## config.mk

```make
export PLATFORM = sky130hd
export DESIGN_NAME = serial_pattern_tx_flat
export DESIGN_NICKNAME = d
export VERILOG_FILES = /design/src/rtl/serial_pattern_tx_if.sv /design/src/rtl/serial_pattern_tx.sv /design/src/flat_wrapper.sv
export SDC_FILE = /design/constraint.sdc
export NUM_CORES = 1
export LEC_CHECK = 0
export CORE_MARGIN = 4
export CORE_UTILIZATION = 60
export DETAILED_ROUTE_END_ITERATION = 10
export DONT_BUFFER_PORTS = 1
export GPL_TIMING_DRIVEN = 0
export PLACE_DENSITY_LB_ADDON = 0.25
export RECOVER_POWER = 50
export SLEW_MARGIN = 20
export SYNTH_ARGS = -nofsm -noshare
export SYNTH_HDL_FRONTEND = slang
export SYNTH_SLANG_ARGS = --single-unit
```

## constraint.sdc

```tcl
create_clock -name clk -period 2.37 [get_ports clk]
set_input_delay 0.237 -clock clk [delete_from_list [all_inputs] [get_ports clk]]
set_output_delay 0.237 -clock clk [all_outputs]
set_load 0.01 [all_outputs]
```

## src/rtl/serial_pattern_tx_if.sv

```systemverilog
// Handshake bundle between a pattern source/controller and serial_pattern_tx.
// master drives the request side; slave is the transmitter.
interface serial_pattern_tx_if #(
  parameter int unsigned WIDTH = 8,
  parameter int unsigned LEN_W = 4
) ();
  logic             start;
  logic [WIDTH-1:0] data;
  logic [LEN_W-1:0] len;
  logic             repeat_en;
  logic             P1;
  logic             bit_valid;
  logic             busy;
  logic             done;

  modport master (
    output start, data, len, repeat_en,
    input  P1, bit_valid, busy, done
  );

  modport slave (
    input  start, data, len, repeat_en,
    output P1, bit_valid, busy, done
  );
endinterface

```

## src/rtl/serial_pattern_tx.sv

```systemverilog
// Serial bit-pattern transmitter: latches a word and length on start and emits
// the selected bits MSB-first on P1, optionally repeating the word back-to-back.
module serial_pattern_tx #(
  parameter int unsigned WIDTH = 8,
  parameter int unsigned LEN_W = 4
) (
  input logic                 clk,
  input logic                 reset,
  serial_pattern_tx_if.slave  bus
);

  typedef enum logic [0:0] {StIdle, StShift} state_e;

  localparam logic [LEN_W-1:0] WidthL = LEN_W'(WIDTH);

  state_e           state_q, state_d;
  logic [LEN_W-1:0] cnt_q, cnt_d;
  logic [LEN_W-1:0] rld_q, rld_d;
  logic [WIDTH-1:0] shift_q, shift_d;
  logic [WIDTH-1:0] hold_q, hold_d;
  logic             done_q, done_d;

  logic [LEN_W-1:0] eff_len;
  logic [LEN_W-1:0] shamt;
  logic [WIDTH-1:0] aligned;

  // Out-of-range lengths fall back to the full word; left-align so bit len-1 is the MSB.
  always_comb begin
    eff_len = bus.len;
    if (bus.len == '0 || bus.len > WidthL) begin
      eff_len = WidthL;
    end
    shamt   = WidthL - eff_len;
    aligned = bus.data << shamt;
  end

  always_ff @(posedge clk or posedge reset) begin
    if (reset) begin
      state_q <= StIdle;
      cnt_q   <= '0;
      rld_q   <= '0;
      shift_q <= '0;
      hold_q  <= '0;
      done_q  <= 1'b0;
    end else begin
      state_q <= state_d;
      cnt_q   <= cnt_d;
      rld_q   <= rld_d;
      shift_q <= shift_d;
      hold_q  <= hold_d;
      done_q  <= done_d;
    end
  end

  always_comb begin
    state_d = state_q;
    unique case (state_q)
      StIdle:  if (bus.start) state_d = StShift;
      StShift: if (cnt_q == '0 && !bus.repeat_en) state_d = StIdle;
      default: state_d = StIdle;
    endcase
  end

  always_comb begin
    cnt_d   = cnt_q;
    rld_d   = rld_q;
    shift_d = shift_q;
    hold_d  = hold_q;
    done_d  = 1'b0;
    unique case (state_q)
      StIdle: begin
        if (bus.start) begin
          shift_d = aligned;
          hold_d  = aligned;
          cnt_d   = eff_len - LEN_W'(1);
          rld_d   = eff_len - LEN_W'(1);
        end
      end
      StShift: begin
        if (cnt_q != '0) begin
          shift_d = shift_q << 1;
          cnt_d   = cnt_q - LEN_W'(1);
        end else if (bus.repeat_en) begin
          // Reload the held word so the next pass follows with no gap cycle.
          shift_d = hold_q;
          cnt_d   = rld_q;
        end else begin
          done_d  = 1'b1;
        end
      end
      default: ;
    endcase
  end

  always_comb begin
    bus.P1        = (state_q == StShift) && shift_q[WIDTH-1];
    bus.bit_valid = (state_q == StShift);
    bus.busy      = (state_q == StShift);
    bus.done      = done_q;
  end

endmodule

```

## src/flat_wrapper.sv

```systemverilog
// flat-port wrapper written by rule: the top's interface ports become plain ports
module serial_pattern_tx_flat 
#(
  parameter int unsigned WIDTH = 8,
  parameter int unsigned LEN_W = 4
)
  (clk, reset, bus_start, bus_data, bus_len, bus_repeat_en, bus_P1, bus_bit_valid, bus_busy, bus_done);
  serial_pattern_tx_if #(.WIDTH(WIDTH), .LEN_W(LEN_W)) bus_i ();
  input logic clk;
  input logic reset;
  input wire logic [$bits(bus_i.start)-1:0] bus_start;
  input wire logic [$bits(bus_i.data)-1:0] bus_data;
  input wire logic [$bits(bus_i.len)-1:0] bus_len;
  input wire logic [$bits(bus_i.repeat_en)-1:0] bus_repeat_en;
  output wire logic [$bits(bus_i.P1)-1:0] bus_P1;
  output wire logic [$bits(bus_i.bit_valid)-1:0] bus_bit_valid;
  output wire logic [$bits(bus_i.busy)-1:0] bus_busy;
  output wire logic [$bits(bus_i.done)-1:0] bus_done;
  assign bus_i.start = bus_start;
  assign bus_i.data = bus_data;
  assign bus_i.len = bus_len;
  assign bus_i.repeat_en = bus_repeat_en;
  assign bus_P1 = bus_i.P1;
  assign bus_bit_valid = bus_i.bit_valid;
  assign bus_busy = bus_i.busy;
  assign bus_done = bus_i.done;
  serial_pattern_tx #(.WIDTH(WIDTH), .LEN_W(LEN_W)) u_core (.clk(clk), .reset(reset), .bus(bus_i));
endmodule
```

==> results.json <==
{
  "worstMarginPinSlew_ps": 980,
  "die_w_um": 61.0,
  "hold_viol_final": 0,
  "die_area_um2": 3720,
  "cts_setup_buffers": 0,
  "clockPowerShare_pct": 13.0,
  "async_flop_share_pct": 100,
  "cts_buffer_depth": 2,
  "synth-edff-count": 0,
  "max-vdd-ir-drop_mv": 0.804,
  "io_buffers": 0,
  "rows": 18,
  "cts_tree": "yes",
  "min_period_ps": 2120,
  "syn_avg_cell_area_um2": 9.02,
  "seq_area_frac_synth_pct": 38.6,
  "total_power_mw": 1.78,
  "crit_chain": "inv_1 -> ha_1 -> or3b_1 -> buf_6 -> nor3_4 -> or2_1 -> buf_6 -> nor4_1 -> a211o_1",
  "switching_share_pct": 39.5,
  "place_hpwl_mm": 2.86,
  "regToRegSetupSlack_ps": 250,
  "first_pass_iters": 4,
  "maxCapViolations": 0,
  "power_switching_mw": 0.703,
  "synth.distinct_cells": 53,
  "drc_errors": 0,
  "clock_latency_ps": 330,
  "setup_viol": 0,
  "ctsRootBufferMaster": "clkbuf_4",
  "worst-path-max-fanout": 10,
  "p_seq_share_pct": 42.4,
  "max_stage_delay_ps": 450,
  "n_fill_cell": 223,
  "utilization_pct": 69.0,
  "min_path_type": "primary input to asynchronous set/reset pin",
  "diodes": 0,
  "synthFlopType": "dfrtp_1",
  "core_um2": 2570,
  "critical_path_class": "register to register",
  "finalCritPeriodShare_pct": 89.5,
  "cts_sinks": 26,
  "crit_family": "simple AND/OR/NAND/NOR gates",
  "arrival_ps": 2350,
  "worst-path-buf-inv": 3,
  "grt_max_degree": 27,
  "worstPathRequired_ps": 2600,
  "postSynthCellCount": 187,
  "rsz0062_at_grt": "no",
  "powerDensity_nw_per_um2": 1010,
  "synth-seq-cells": 26,
  "synth_common_cells": "dfrtp_1, nand2_1, nor2_1",
  "drt.antenna.violating_nets": 0,
  "p_int_mw": 1.08,
  "max_slew_margin_pct": 34.6,
  "synthTopCellsByArea": "dfrtp_1, nand2_1, mux2_2, o21ai_0, nor2_1",
  "drtIter0Drc": 77,
  "fin_skew_ps": 4.21,
  "cp_common_cell": "buf_6",
  "htreeDepth": 1,
  "setup_tns_ps": 0,
  "syn_nets": 205,
  "outcome": "completed",
  "routedWlPerCell_um": 17.2,
  "ys_warn_count": 0,
  "yosysTopAreaCell": "dfrtp_1",
  "synth_top_area_share_pct": 38.6,
  "fin_nets": 211,
  "wl_mm": 3.81,
  "startpoint_type": "register",
  "io_pins": 20,
  "cp.depth": 9,
  "endpoint_kind": "register",
  "cts.clk_slew.worst_paths_ps": 140,
  "ff2ff_path_depth": 9,
  "worst_path_max_delay_cell": "dfrtp_1",
  "synth_area_um2": 1690,
  "drive_gt1_share_pct": 14.6,
  "place.gp.congestion": 0.842,
  "fmax_ghz": 0.472,
  "vias": 1472,
  "overflow": 0,
  "grtUsageTotal_pct": 23.4,
  "syn2layout_area_growth_pct": 4.97,
  "p_leak_nw": 0.805,
  "grt_pass1_vias": 1459,
  "slew_viol_final": 0,
  "cts_buffers": 3,
  "initial_utilization_pct": 65.7,
  "antenna_found_initial": 0,
  "vias_per_cell": 6.63,
  "grt_pass1_wl_mm": 6.48,
  "die_y_um": 61.0,
  "combinationalPowerShare_pct": 44.6
}
-- kinds of logic (layout without fill, tap and decap cells) --
family	count (synthesis)	in the layout	synth area share, %
and+or+nand+nor	77	77	23.9
adders and majority gates	2	2	1.48
muxes	9	9	6.08
buffers and inverters	20	25	6.60
DFF	26	26	38.6
xor gates and xnor gates	3	3	1.56
AOI/OAI and AO/OA	50	50	21.8
-- metrics by stage --
stage / worst slack [ps] / area (µm²) / hold slack [ps] / cells
finish: 249 / 1770 / 3.03 / 222
global placement: 101 / 1720 / 305 / 217
floorplan: 296 / 1690 / 277 / 187
CTS: 252 / 1770 / 40.8 / 222
global route: 101 / 1770 / 54.6 / 222
detailed placement: 94.0 / 1720 / 304 / 217
-- cells in the final DEF (no fill, tap or decap), types with 2 or more instances in the layout --
cell type  synthesis  layout
dfrtp_1           26      26
a22oi_1            2       2
buf_6              3       3
clkbuf_4           0       3
mux2i_1            2       2
a21o_1             6       6
nor2b_1            5       5
nand4_1            2       2
a31oi_1            5       5
clkbuf_1           4       4
inv_1              5       5
a221o_1            2       2
a2111oi_0          4       4
nor2_1            14      14
buf_4              2       2
nor4_1             2       2
and2_1             2       2
xnor2_1            2       2
nand3_1            8       8
mux2_2             6       6
o21a_1             2       2
nand2b_1           4       4
nand2_1           26      26
nand3b_1           2       2
a211oi_1           3       3
buf_2              5       5
nor3b_1            3       3
ha_1               2       2
a21oi_1            2       2
o21ai_0           12      12
-- path summary, 6_finish.rpt --
path | from | end
max | u_core.cnt_q[0]$_DFFE_PP0P_ | u_core.shift_q[2]$_DFFE_PP0P_
min | reset | u_core.rld_q[0]$_DFFE_PP0P_
max reg2reg | u_core.cnt_q[0]$_DFFE_PP0P_ | u_core.shift_q[2]$_DFFE_PP0P_
min reg2reg | u_core.hold_q[5]$_DFFE_PP0P_ | u_core.hold_q[5]$_DFFE_PP0P_
max in group asynchronous | reset | u_core.bus.bit_valid$_DFF_PP0_
min in group clk | bus_data[0] | u_core.hold_q[0]$_DFFE_PP0P_
-- power groups by stage --
stage	registers [mW]	logic (mW)	clock network, mW
4_1_cts	0.754	0.792	0.229
3_5_place_dp	0.764	0.784	0
6_report	0.754	0.795	0.231
2_1_floorplan	0.725	0.646	0
3_3_place_gp	0.752	0.757	0
5_1_grt	0.778	0.883	0.251
-- flip-flops by register name, indices dropped and copies added, names as in the netlist --
signal,flops
u_core.cnt_q,4
u_core.hold_q,8
u_core.rld_q,4
u_core.bus.done,1
u_core.bus.bit_valid,1
u_core.shift_q,8
-- worst reg2reg max path, delay by kind of cell, from the launching register on --
family / cells / cell delay (ps)
AOI/OAI and AO/OA: 1 / 230
adders and majority gates: 1 / 260
buffers and inverters: 3 / 400
DFF: 1 / 450
and+or+nand+nor: 4 / 690
-- area by class of cell --
cell class	instances	area, µm²	share of cell area (%)
multi-input combinational	141	925	52.2
tap	30	37.5	2.12
timing repair buffer	1	10.0	0.565
inverter	6	22.5	1.27
sequential	26	651	36.7
buffer	14	88.8	5.02
clock buffer	4	36.3	2.05
-- layer usage --
layer	track usage [%]	wire (µm)	part of all wire (%)
met1	29.3	1610	42
met4	9.29	89	2.3
met2	39.0	1830	48
met5	0	0	0
met3	5.24	283	7.4
-- repair_timing --
item / 4_1_cts / 5_1_grt
endpoints found under the hold margin: 1 / 0
gates resized for setup: 0 / 0
hold buffers: 1 / 0
(Power assumes the default switching activity.)
